--- src/rtl/len5_mem_pkg.sv ---
// len5_mem_pkg: access-size and splitter FSM types shared by the memory access splitter.
// Rev 1.0
`default_nettype none

package len5_mem_pkg;

   typedef enum logic [1:0] {
      SIZE_B = 2'd0,
      SIZE_H = 2'd1,
      SIZE_W = 2'd2,
      SIZE_D = 2'd3
   } mem_size_t;

   typedef enum logic [2:0] {
      IDLE = 3'd0,
      REQ0 = 3'd1,
      RSP0 = 3'd2,
      REQ1 = 3'd3,
      RSP1 = 3'd4,
      DONE = 3'd5
   } split_state_t;

   function automatic logic [4:0] size_to_nbytes(input mem_size_t size);
      return 5'd1 << size;
   endfunction

endpackage

`default_nettype wire

--- src/rtl/byte_mask_gen.sv ---
// byte_mask_gen: byte-enable masks for an access of nbytes at byte offset off, split across two beats.
// Rev 1.0
`default_nettype none

module byte_mask_gen
   import len5_mem_pkg::*;
#(
   parameter int DATA_BYTES = 8
) (
   input  logic [4:0]                    nbytes,
   input  logic [$clog2(DATA_BYTES)-1:0] off,
   output logic [DATA_BYTES-1:0]         mask0,
   output logic [DATA_BYTES-1:0]         mask1
);

   localparam int SPAN_W = 2 * DATA_BYTES;

   logic [SPAN_W-1:0] span;
   logic [SPAN_W-1:0] placed;

   // Placing the mask in a double-width window yields beat1's mask as the upper half.
   assign span   = (SPAN_W'(1) << nbytes) - SPAN_W'(1);
   assign placed = span << off;
   assign mask0  = placed[DATA_BYTES-1:0];
   assign mask1  = placed[SPAN_W-1:DATA_BYTES];

endmodule

`default_nettype wire

--- src/rtl/mem_access_splitter.sv ---
// mem_access_splitter: turns one B/H/W/D access into one or two aligned memory beats.
// Define MEM_SPLIT_MISALIGNED_EN to split beat-crossing accesses; otherwise they return an error.
`default_nettype none

module mem_access_splitter
   import len5_mem_pkg::*;
#(
   parameter int DATA_BYTES = 8,
   parameter int ADDR_W     = 64
) (
   input  logic                    clk_i,
   input  logic                    rst_i,
   input  logic                    req_valid_i,
   output logic                    req_ready_o,
   input  logic [ADDR_W-1:0]       req_addr_i,
   input  logic                    req_we_i,
   input  logic [1:0]              req_size_i,
   input  logic [8*DATA_BYTES-1:0] req_wdata_i,
   output logic                    mem_valid_o,
   input  logic                    mem_ready_i,
   output logic [ADDR_W-1:0]       mem_addr_o,
   output logic                    mem_we_o,
   output logic [DATA_BYTES-1:0]   mem_be_o,
   output logic [8*DATA_BYTES-1:0] mem_wdata_o,
   input  logic                    mem_rvalid_i,
   input  logic [8*DATA_BYTES-1:0] mem_rdata_i,
   output logic                    rsp_valid_o,
   input  logic                    rsp_ready_i,
   output logic [8*DATA_BYTES-1:0] rsp_rdata_o,
   output logic                    rsp_err_o
);

   localparam int         OFF_W = $clog2(DATA_BYTES);
   localparam int         DW    = 8 * DATA_BYTES;
   localparam logic [4:0] DB_N  = 5'(DATA_BYTES);

   split_state_t          state;
   logic [4:0]            nbytes;
   logic [OFF_W-1:0]      off;

   logic [4:0]            req_nbytes;
   logic [OFF_W-1:0]      req_off;
   logic [ADDR_W-1:0]     req_base;
   logic [DATA_BYTES-1:0] req_mask0;
   logic [DATA_BYTES-1:0] req_mask1;
   logic                  req_crossing;
   logic                  req_error;
   logic [DW-1:0]         len_mask;
   logic [DW-1:0]         beat0_data;

   assign req_nbytes = size_to_nbytes(mem_size_t'(req_size_i));
   assign req_off    = req_addr_i[OFF_W-1:0];
   assign req_base   = {req_addr_i[ADDR_W-1:OFF_W], {OFF_W{1'b0}}};

   byte_mask_gen #(
      .DATA_BYTES(DATA_BYTES)
   ) u_mask (
      .nbytes(req_nbytes),
      .off   (req_off),
      .mask0 (req_mask0),
      .mask1 (req_mask1)
   );

   // Any enable spilling into the upper mask means the access runs past this beat.
   assign req_crossing = |req_mask1;

`ifdef MEM_SPLIT_MISALIGNED_EN
   logic [OFF_W:0]        req_hi_shift;
   logic [OFF_W:0]        hi_shift;
   logic                  crossing;
   logic [ADDR_W-1:0]     b1_addr;
   logic [DATA_BYTES-1:0] b1_be;
   logic [DW-1:0]         b1_wdata;
   logic [DW-1:0]         acc;

   assign req_hi_shift = (OFF_W+1)'(DATA_BYTES) - {1'b0, req_off};
   assign hi_shift     = (OFF_W+1)'(DATA_BYTES) - {1'b0, off};
   assign req_error    = req_nbytes > DB_N;
`else
   assign req_error    = (req_nbytes > DB_N) || req_crossing;
`endif

   always_comb begin
      len_mask = '0;
      for (int i = 0; i < DATA_BYTES; i++) begin
         if (5'(i) < nbytes) len_mask[8*i +: 8] = 8'hFF;
      end
   end

   assign beat0_data = (mem_rdata_i >> {off, 3'b000}) & len_mask;

   always_ff @(posedge clk_i or posedge rst_i) begin
      if (rst_i) begin
         state       <= IDLE;
         req_ready_o <= 1'b1;
         mem_valid_o <= 1'b0;
         mem_addr_o  <= '0;
         mem_we_o    <= 1'b0;
         mem_be_o    <= '0;
         mem_wdata_o <= '0;
         rsp_valid_o <= 1'b0;
         rsp_rdata_o <= '0;
         rsp_err_o   <= 1'b0;
         nbytes      <= '0;
         off         <= '0;
`ifdef MEM_SPLIT_MISALIGNED_EN
         crossing    <= 1'b0;
         b1_addr     <= '0;
         b1_be       <= '0;
         b1_wdata    <= '0;
         acc         <= '0;
`endif
      end else begin
         case (state)
            IDLE: begin
               if (req_valid_i) begin
                  req_ready_o <= 1'b0;
                  nbytes      <= req_nbytes;
                  off         <= req_off;
                  mem_we_o    <= req_we_i;
                  if (req_error) begin
                     state       <= DONE;
                     rsp_valid_o <= 1'b1;
                     rsp_err_o   <= 1'b1;
                     rsp_rdata_o <= '0;
                  end else begin
                     state       <= REQ0;
                     mem_valid_o <= 1'b1;
                     mem_addr_o  <= req_base;
                     mem_be_o    <= req_mask0;
                     mem_wdata_o <= req_wdata_i << {req_off, 3'b000};
                  end
`ifdef MEM_SPLIT_MISALIGNED_EN
                  crossing <= req_crossing;
                  b1_addr  <= req_base + ADDR_W'(DATA_BYTES);
                  b1_be    <= req_mask1;
                  b1_wdata <= req_wdata_i >> {req_hi_shift, 3'b000};
`endif
               end
            end
            REQ0: begin
               if (mem_ready_i) begin
                  mem_valid_o <= 1'b0;
                  state       <= RSP0;
               end
            end
            RSP0: begin
               if (mem_rvalid_i) begin
`ifdef MEM_SPLIT_MISALIGNED_EN
                  if (crossing) begin
                     acc         <= beat0_data;
                     state       <= REQ1;
                     mem_valid_o <= 1'b1;
                     mem_addr_o  <= b1_addr;
                     mem_be_o    <= b1_be;
                     mem_wdata_o <= b1_wdata;
                  end else
`endif
                  begin
                     state       <= DONE;
                     rsp_valid_o <= 1'b1;
                     rsp_err_o   <= 1'b0;
                     rsp_rdata_o <= mem_we_o ? '0 : beat0_data;
                  end
               end
            end
`ifdef MEM_SPLIT_MISALIGNED_EN
            REQ1: begin
               if (mem_ready_i) begin
                  mem_valid_o <= 1'b0;
                  state       <= RSP1;
               end
            end
            RSP1: begin
               if (mem_rvalid_i) begin
                  state       <= DONE;
                  rsp_valid_o <= 1'b1;
                  rsp_err_o   <= 1'b0;
                  rsp_rdata_o <= mem_we_o ? '0
                                 : ((acc | (mem_rdata_i << {hi_shift, 3'b000})) & len_mask);
               end
            end
`endif
            DONE: begin
               if (rsp_ready_i) begin
                  rsp_valid_o <= 1'b0;
                  rsp_err_o   <= 1'b0;
                  rsp_rdata_o <= '0;
                  req_ready_o <= 1'b1;
                  state       <= IDLE;
               end
            end
            default: begin
               state       <= IDLE;
               req_ready_o <= 1'b1;
               mem_valid_o <= 1'b0;
               rsp_valid_o <= 1'b0;
            end
         endcase
      end
   end

endmodule

`default_nettype wire

--- config.mk ---
export PLATFORM = sky130hd
export DESIGN_NAME = mem_access_splitter
export DESIGN_NICKNAME = d
export VERILOG_FILES = /design/src/rtl/len5_mem_pkg.sv /design/src/rtl/byte_mask_gen.sv /design/src/rtl/mem_access_splitter.sv
export SDC_FILE = /design/constraint.sdc
export NUM_CORES = 1
export LEC_CHECK = 0
export CELL_PAD_IN_SITES_DETAIL_PLACEMENT = 0
export CELL_PAD_IN_SITES_GLOBAL_PLACEMENT = 1
export CORE_MARGIN = 8
export CORE_UTILIZATION = 35
export CTS_CLUSTER_DIAMETER = 30
export CTS_CLUSTER_SIZE = 16
export DETAILED_ROUTE_END_ITERATION = 12
export GPL_ROUTABILITY_DRIVEN = 0
export PLACE_DENSITY = 0.78
export SYNTH_ARGS = -nofsm -noshare
export SYNTH_HDL_FRONTEND = slang
export SYNTH_HIERARCHICAL = 1
export SYNTH_SLANG_ARGS = --single-unit
--- constraint.sdc ---
create_clock -name clk_i -period 10.2 [get_ports clk_i]
set_input_delay 2.04 -clock clk_i [delete_from_list [all_inputs] [get_ports clk_i]]
set_output_delay 2.04 -clock clk_i [all_outputs]
set_load 0.01 [all_outputs]
==> results_dict.tcl <==
set metrics [dict create \
    drc_errors 0 \
    path_cells "clkdlybuf4s50_1, and2_1, or3_1, nor2_1, inv_1, ha_1, and2_1, o311ai_1, o211ai_1, a21oi_1, o22ai_1, or4_1, nor3_4, buf_4, o221ai_1, o21a_1" \
    worst_pin_slew_ps 1128 \
    rows 69 \
    synthTopCellsByArea "dfrtp_1 42%, mux2i_1 13%, nand2_1 9.2%" \
    cts_buffers 58 \
    critPathMaxStageDelay_ps 790 \
    grt_pass1_wl_mm 74.44 \
    drt-initial-drc-count 728 \
    cts_tree "built" \
    synth_warnings 6 \
    async_reset_ff_share_pct 100.0 \
    initial_core_util_pct 35.34 \
    ys_seq_area_share_pct 42.42 \
    fmax_mhz 144.1 \
    crit_required_ps 10670 \
    path_buf_inv 3 \
    slew_viol_final 0 \
    finalSetupTns_ps 0 \
    coreArea_um2 35400 \
    slowest_stage "buf_4" \
    cp_max_fo 100 \
    drt_pass1_iterations 6 \
    grt_pass1_vias 12151 \
    regArea_um2 5313 \
    synth_cells 1291 \
    ys_ff_latch 212 \
    die_h_um 205.0 \
    endpoint_kind "register" \
    avgSynthCellArea_um2 9.689 \
    vias_per_cell 5.385 \
    clk_latency_ps 590 \
    leakagePower_nw 8.317 \
    grt_start_max_net_pins 101 \
    grt_overflow_total 0 \
    track_usage_pct 22.75 \
    clk_pin_slew_ps 50 \
    critPathLaunchType "primary input" \
    num_io_pins 406 \
    synth_edf_count 0 \
    synth_top_area_cell "dfrtp_1" \
    die_w_um 205.0 \
    crit_type "primary input to register" \
    cts_resized 0 \
    multi_input_area_um2 6606 \
    final.min_clock_period_ps 6938 \
    slew_headroom_pct 24.78 \
    cts_buffer_depth 3 \
    synth_ff_type "dfrtp_1" \
    final-hold-violation-count 0 \
    final_nets 1869 \
    synth_most_common_cell "nand2_1" \
    antenna_found_initial 4 \
    wl_mm 49.24 \
    io_buffers 402 \
    design.die.area_um2 42040 \
    syn_area_um2 12510 \
    synth_cell_type_count 73 \
    syn2layout_area_growth_pct 50.40 \
    rsz0062_at_grt "false" \
    layout-drive-gt1-share_pct 11.22 \
    stdcell_count 2174 \
    hold_ws_ps 469.0 \
    setup_violations 0 \
    cts_sinks 212 \
    via_count 11706 \
    cts_hold_buf 0 \
    finalCritPeriodShare_pct 68.02 \
    critPathMostFrequentCell "and2_1" \
    status "finished, final reports clean" \
    p_per_area_nw_per_um2 212.7 \
    cpLargestDelayFamily "simple AND/OR/NAND/NOR gates" \
    dp.cells 2068 \
    vdd_drop_max_uv 163.4 \
    cts_root_buf "clkbuf_16" \
    fill_cells 3180 \
    cp.arrival_ps 7410 \
    synth_top_cells_by_count "308 x nand2_1, 211 x dfrtp_1, 161 x mux2i_1, 55 x clkbuf_1, 52 x nor2_1" \
    ant_nets 0 \
    min_path_type "register to register" \
    cts_max_level 2 \
    finalClockSkew_ps 21.07 \
    hpwlAfterDp_mm 36.10 \
    post-cts-setup-buffers 0 \
    synth_top_area_share_pct 42.21 \
    maxCapViolations 0 \
    wire_per_inst_um 22.65 \
]
-- stage by stage --
step	utilization [%]	power, mW	instance area (um^2)	worst slack, ps
after floorplan	-	1.762	12540	2367
after global placement	47.43	2.134	16790	2871
after detailed placement	47.43	2.140	16790	2771
after CTS	53.13	4.032	18810	3367
after global routing	53.13	4.159	18810	2880
final	53.15	4.000	18810	3262
-- cell usage in the layout, fill, tap and decap left out, types with 20 or more instances in the layout --
cell type        count
nor2b_1             22
mux2i_1            161
inv_1               33
nand2_1            308
a22o_1              25
o2bb2ai_1           20
mux2_2              21
clkdlybuf4s50_1    399
clkbuf_16           58
dfrtp_1            208
nor2_1              52
o21ai_0             46
mux4_2              35
-- logic make-up (layout without fill, tap and decap cells) --
| family | after synthesis | after routing | share of synthesized area (%) |
|---|---|---|---|
| AND/OR/NAND/NOR | 459 | 459 | 16.00 |
| AO/OA/AOI/OAI | 246 | 246 | 14.53 |
| multiplexers | 224 | 224 | 21.71 |
| flip-flops | 212 | 212 | 42.42 |
| buffers and inverters | 148 | 560 | 5.202 |
| adder cells (fa/ha/maj) | 1 | 1 | 0.1000 |
| other | 1 | 11 | 0.02998 |
-- report_power, final --
group | switching (mW) | leakage (nW) | internal (mW)
combinational | 0.565 | 4.39 | 0.542
sequential | 0.119 | 2.93 | 0.908
clock | 0.530 | 1.00 | 1.34
total | 1.21 | 8.32 | 2.79
-- final timing paths --
check / start / to / slack, ps / cells past startpoint
max: req_size_i[0] / mem_wdata_o[35]$_DFFE_PP0P_ / 3260 / 16
min: mem_addr_o[61]$_DFFE_PP0P_ / mem_addr_o[61]$_DFFE_PP0P_ / 470 / 2
max reg2reg: off[0]$_DFFE_PP0P_ / rsp_rdata_o[29]$_DFFE_PP0P_ / 7320 / 5
min reg2reg: mem_addr_o[61]$_DFFE_PP0P_ / mem_addr_o[61]$_DFFE_PP0P_ / 470 / 2
max in group asynchronous: rst_i / off[0]$_DFFE_PP0P_ / 6830 / 3
min in group asynchronous: rst_i / mem_addr_o[57]$_DFFE_PP0P_ / 1940 / 2
-- layout make-up --
type | count | area share (%)
Multi-Input combinational cell | 939 | 35.12
Sequential cell | 212 | 28.24
Timing Repair Buffer | 418 | 22.03
Clock buffer | 81 | 8.813
Tap cell | 461 | 3.066
Clock inverter | 23 | 1.909
Inverter | 38 | 0.7981
Antenna cell | 2 | 0.02660
-- sequential cells by signal, summed over array words and instances, names as in the netlist --
name and flops:
off 3, mem_wdata_o 64, state 3, req_ready_o 1, mem_valid_o 1, rsp_rdata_o 64, nbytes 4, rsp_err_o 1
rsp_valid_o 1, mem_addr_o 61, mem_we_o 1, mem_be_o 8
-- metal layers --
metal  share of wire, %  GRT usage, %  vias up
met5              0.041             0        -
met4                2.5         7.684        4
met3                 10         8.491       84
met2                 48         37.63      530
met1                 39         26.94     5717
li1                   -             -     5371
-- tightest hold or removal path, stage by stage (launching register included) --
cell	delay (ps)
dfrtp_1	330
nand2_1	50
nand2_1	50
No activity file was read; power rests on OpenSTA's default activity.
